### config.mk
export PLATFORM = sky130hd
export DESIGN_NAME = sw_word_entry
export DESIGN_NICKNAME = d
export VERILOG_FILES = /design/src/rtl/sw_word_entry_pkg.sv /design/src/rtl/sw_word_entry_btn_debounce.sv /design/src/rtl/sw_word_entry.sv
export SDC_FILE = /design/constraint.sdc
export NUM_CORES = 1
export LEC_CHECK = 0
export ABC_AREA = 1
export ABC_CLOCK_PERIOD_IN_PS = 2600
export CORE_MARGIN = 10
export CORE_UTILIZATION = 50
export DETAILED_ROUTE_END_ITERATION = 16
export PLACE_DENSITY = 0.73
export SYNTH_ARGS = -nofsm -noshare
export SYNTH_HDL_FRONTEND = slang
export SYNTH_SLANG_ARGS = --single-unit
export TNS_END_PERCENT = 5
### constraint.sdc
create_clock -name clka -period 2.6 [get_ports clka]
set_input_delay 0.39 -clock clka [delete_from_list [all_inputs] [get_ports clka]]
set_output_delay 0.39 -clock clka [all_outputs]
set_load 0.02 [all_outputs]
### src/rtl/sw_word_entry_pkg.sv
// Shared types and constants for the switch-driven 32-bit word entry block.
package sw_word_entry_pkg;

  localparam int BYTE_W     = 8;
  localparam int WORD_BYTES = 4;

  typedef enum logic {
    COLLECT = 1'b0,
    FULL    = 1'b1
  } state_t;

  typedef struct packed {
    state_t state;
    logic   load_level;
    logic   clr_level;
  } dbg_t;

endpackage

### src/rtl/sw_word_entry_btn_debounce.sv
// Two-flop synchroniser plus stability counter for one raw pushbutton.
// Emits a one-cycle rise pulse when the debounced level goes high.
module btn_debounce #(
  parameter int DEB_CYCLES = 1000000,
  parameter int DEB_W      = 20
) (
  input  logic clka,
  input  logic rsta,
  input  logic raw,
  output logic level,
  output logic rise
);

  localparam logic [DEB_W-1:0] LAST = DEB_W'(DEB_CYCLES - 1);

  logic             sync1;
  logic             sync2;
  logic [DEB_W-1:0] cnt;

  always_ff @(posedge clka or negedge rsta) begin
    if (!rsta) begin
      sync1 <= 1'b0;
      sync2 <= 1'b0;
      cnt   <= '0;
      level <= 1'b0;
      rise  <= 1'b0;
    end else begin
      sync1 <= raw;
      sync2 <= sync1;
      rise  <= 1'b0;
      // Any sample matching the current level restarts the stability window.
      if (sync2 != level) begin
        if (cnt == LAST) begin
          level <= sync2;
          cnt   <= '0;
          rise  <= sync2;
        end else begin
          cnt <= cnt + DEB_W'(1);
        end
      end else begin
        cnt <= '0;
      end
    end
  end

endmodule

### src/rtl/sw_word_entry.sv
// Packs four operator-entered switch bytes into a 32-bit word (byte 0 first)
// and offers it to a consumer over a valid/ready handshake.
module sw_word_entry
  import sw_word_entry_pkg::*;
#(
  parameter int DEB_CYCLES = 1000000,
  parameter int DEB_W      = 20
) (
  input  logic                      clka,
  input  logic                      rsta,
  input  logic [BYTE_W-1:0]         SW,
  input  logic                      btn_load,
  input  logic                      btn_clr,
  output logic [BYTE_W*WORD_BYTES-1:0] douta,
  output logic                      valid,
  input  logic                      ready,
  output logic [1:0]                byte_idx,
  output logic                      busy,
  output dbg_t                      dbg
);

  localparam logic [1:0] LAST_IDX = 2'(WORD_BYTES - 1);

  logic load_level, load_rise;
  logic clr_level, clr_rise;

  btn_debounce #(.DEB_CYCLES(DEB_CYCLES), .DEB_W(DEB_W)) u_load_deb (
    .clka (clka),
    .rsta (rsta),
    .raw  (btn_load),
    .level(load_level),
    .rise (load_rise)
  );

  btn_debounce #(.DEB_CYCLES(DEB_CYCLES), .DEB_W(DEB_W)) u_clr_deb (
    .clka (clka),
    .rsta (rsta),
    .raw  (btn_clr),
    .level(clr_level),
    .rise (clr_rise)
  );

  state_t                          state_q, state_n;
  logic [BYTE_W*WORD_BYTES-1:0]    douta_n;
  logic [1:0]                      idx_n;
  logic                            busy_n, valid_n;

  // Handshake: a word transfers on any rising edge where valid and ready are
  // both high; valid is registered and never depends combinationally on ready.
  always_ff @(posedge clka or negedge rsta) begin
    if (!rsta) begin
      state_q  <= COLLECT;
      douta    <= '0;
      byte_idx <= '0;
      busy     <= 1'b0;
      valid    <= 1'b0;
    end else begin
      state_q  <= state_n;
      douta    <= douta_n;
      byte_idx <= idx_n;
      busy     <= busy_n;
      valid    <= valid_n;
    end
  end

  always_comb begin
    state_n = state_q;
    douta_n = douta;
    idx_n   = byte_idx;
    busy_n  = busy;
    valid_n = valid;
    case (state_q)
      COLLECT: begin
        if (load_rise) begin
          case (byte_idx)
            2'd0:    douta_n = {{(BYTE_W*(WORD_BYTES-1)){1'b0}}, SW};
            2'd1:    douta_n[15:8]  = SW;
            2'd2:    douta_n[23:16] = SW;
            default: douta_n[31:24] = SW;
          endcase
          if (byte_idx == LAST_IDX) begin
            idx_n   = '0;
            busy_n  = 1'b0;
            valid_n = 1'b1;
            state_n = FULL;
          end else begin
            idx_n  = byte_idx + 2'd1;
            busy_n = 1'b1;
          end
        end
      end
      FULL: begin
        // Loads are dropped here; the word stays put after transfer as well.
        if (valid && ready) begin
          valid_n = 1'b0;
          state_n = COLLECT;
        end
      end
      default: state_n = COLLECT;
    endcase
    if (clr_rise) begin
      douta_n = '0;
      idx_n   = '0;
      busy_n  = 1'b0;
      valid_n = 1'b0;
      state_n = COLLECT;
    end
  end

  assign dbg = '{state: state_q, load_level: load_level, clr_level: clr_level};

endmodule

==> key figures <==
Die
  – Initial core utilization: 51.0%
  – Core Footprint: 0.00813 mm²
  – DIE AREA: 0.0123 mm²
  – Die width: 111 µm
  – Die H: 111 µm
  – # IOs: 52
  – Num rows: 33

Setup path
  – Critical Path Start: byte_idx[0]$_DFFE_PN0P_
  – WP data arrival: 2260 ps
  – Slowest CP cell: o21ai_2
  – Cells along the critical path: inv_1, ha_1, o21ai_2, nand2_1, o21ai_0
  – Largest stage delay on the critical path: 830 ps
  – Critical path peak fanout: 32
  – Worst Path Required: 2870 ps
  – Cell family with most CP delay: compound AO/OA/AOI/OAI gates
  – R2r startpoint: byte_idx[0]$_DFFE_PN0P_
  – Startpoint Class: register
  – Worst Setup End Kind: register
  – Kind of critical path: reg2reg
  – Buf/Inv on CP: 1

Pwr
  – P_sw: 591 µW
  – Maximum VDD drop: 266 µV
  – Clk pwr share: 40.8%
  – Internal: 1.82 mW
  – Static Leak: 2.16 nW
  – Switching Share: 24.6%
  – Comb power frac: 3.6%
  – Sequential power share: 55.6%
  – PD cells: 488 mW/mm²

Finish
  – Commonest cells after routing, fill and taps aside: 90 x nor2_1, 85 x dfrtp_1, 74 x nand2_1, 57 x nand3_1, 50 x clkdlybuf4s50_1
  – Area of the multi-input gates: 0.00179 mm²
  – Layout cells sized above 1: 11.7%
  – Commonest non-fill, non-tap cell in the layout: nor2_1
  – Area grow syn2layout: 19.0%
  – Nets: 554
  – Fill cell count: 698
  – Storage cell area: 0.00213 mm²
  – N_diodes: 0

STA
  – RSZ-0062 raised after global routing: false
  – Rel. slew slack: 27.7%
  – Worst setup margin: 608 ps
  – Period utilization: 76.6%
  – Total negative slack: 0 ps
  – WHS: 13.9 ps
  – Worst Tran Pin Value: 1080 ps
  – Max-slew violation count: 0
  – Final min period: 1990 ps
  – Fmax: 0.502 GHz
  – Final hold vios: 0
  – Count of final setup violators: 0
  – Worst-case clock skew: 8.25 ps

Clock tree
  – CTS Sinks: 85
  – Htree depth: 3
  – Root buf cell: clkbuf_8
  – Post-CTS setup buffer count: 0
  – Total CTS buffers: 9
  – Clk slew on worst S/H paths: 90 ps
  – # hold bufs at CTS: 0
  – Clk buf depth: 2
  – Clk_lat worst skew: 370 ps
  – CTS tree: done
  – Post-CTS resize count: 0

Logic synthesis
  – Sequential element share of the synthesized area: 51.2%
  – Syn_nets: 501
  – Mux cell area share after synthesis: 0%
  – Compound-Gate Fraction of Synth Area: 6.09%
  – Main combinational cell family by area after synthesis: simple AND/OR/NAND/NOR gates
  – Synth Area in Simple Gates: 30.2%
  – Distinct cells, synth: 29
  – Mapped cell area: 0.00415 mm²
  – Yosys reg bits: 85
  – Post-Synth Adder-Cell Area: 1.81%
  – Syn Area/Cell: 8.61 µm²
  – XOR/XNOR Fraction of Synth Area: 5.00%
  – Cells after Synth: 482
  – YS warnings: 0

Global routing
  – Vias in the first global route: 3102
  – Pin count of the biggest net entering global routing: 46
  – Tot GR Track Use: 14.7%
  – GR Overflow Total: 0
  – First-pass GRT wire length: 15.4 mm
  – Initial antenna violation count: 0

Detailed routing
  – Average routed wire per standard cell: 14.0 µm
  – DR vias: 3313
  – Initial DRC Count: 185
  – DRT Pass-1 Iters: 4
  – Vias/cell: 5.14
  – Routed Antenna Nets: 0
  – Remaining DRCs: 0
  – Total wire length: 9.00 mm

Run
  – Max-cap viol count: 0

Placed design
  – Final HPWL DP: 6.80 mm
  – Gp weighted congestion: 0.887
  – Dpl ws: 676 ps
  – Port bufs: 51

Status
  – Status: completed

Worst hold path
  – Worst hold path class: in2async
==> Yosys cell counts (all sizes together) <==
cell	count	area, µm²
a21oi	12	60.1
ha	6	75.1
inv	44	165
xor2	17	164
dfrtp	85	2130
nor2	103	449
buf	11	70.1
o21ai	32	175
nand3	62	335
nor3	7	46.3
o221ai	1	8.76
nand4	6	37.5
nand2	87	359
nand3b	1	7.51
and2	1	6.26
xnor2	5	43.8
nor3b	1	12.5
a31o	1	8.76
==> cells by family after synthesis <==
kind of cell    after synthesis
xor+xnor                     22
buf+inv                      55
simple gates                268
compound gates               46
flops                        85
fa+ha+maj                     6
==> final timing paths <==
| kind | cells after the start | end | slack, ps |
|---|---|---|---|
| max | 5 | douta[0]$_DFFE_PN0P_ | 610 |
| min | 1 | douta[24]$_DFFE_PN0P_ | 10 |
| max reg2reg | 5 | douta[0]$_DFFE_PN0P_ | 610 |
| min reg2reg | 0 | u_clr_deb.sync2$_DFF_PN0_ | 360 |
| max in group asynchronous | 2 | u_load_deb.cnt[15]$_DFF_PN0_ | 1890 |
| min in group clka | 0 | u_clr_deb.sync2$_DFF_PN0_ | 360 |
==> per-stage QoR <==
step           utilization, %  power [mW]  cell area, µm²  cells
6_report                 60.7        2.41            4940    645
3_5_place_dp             58.2        1.46            4740    629
5_1_grt                  60.7        2.50            4940    645
4_1_cts                  60.7        2.43            4940    645
3_3_place_gp             58.2        1.45            4740    629
2_1_floorplan               -        1.40            4150    482
==> power groups by stage <==
stage                     logic (mW)  registers, mW  clock network (mW)
final                         0.0875           1.34               0.982
after global routing           0.100           1.34                1.06
after detailed placement      0.0898           1.37                   0
after global placement        0.0886           1.37                   0
after CTS                     0.0901           1.34                1.00
after floorplan               0.0318           1.36                   0
==> metal layers <==
layer | vias to the layer above | global-route usage, % | wire, µm
met5 | - | 0 | 0
met2 | 83 | 22.8 | 4110
li1 | 1652 | - | -
met4 | 0 | 4.63 | 121
met1 | 1564 | 19.6 | 4280
met3 | 14 | 3.84 | 488
==> final cells by class <==
type                       count  area share (%)
clock buffer                   9            2.51
tap                          105            2.66
sequential                    85            43.1
clock inverter                 7            1.62
multi-input combinational    342            36.2
timing repair buffer          53            10.6
inverter                      44            3.34
==> state kept, by name (all words and copies together) (netlist names), 2 cells and up <==
name / count
byte_idx: 2
douta: 32
u_clr_deb.cnt: 20
u_load_deb.cnt: 20
Note: power is estimated with default switching activity, not from simulation.
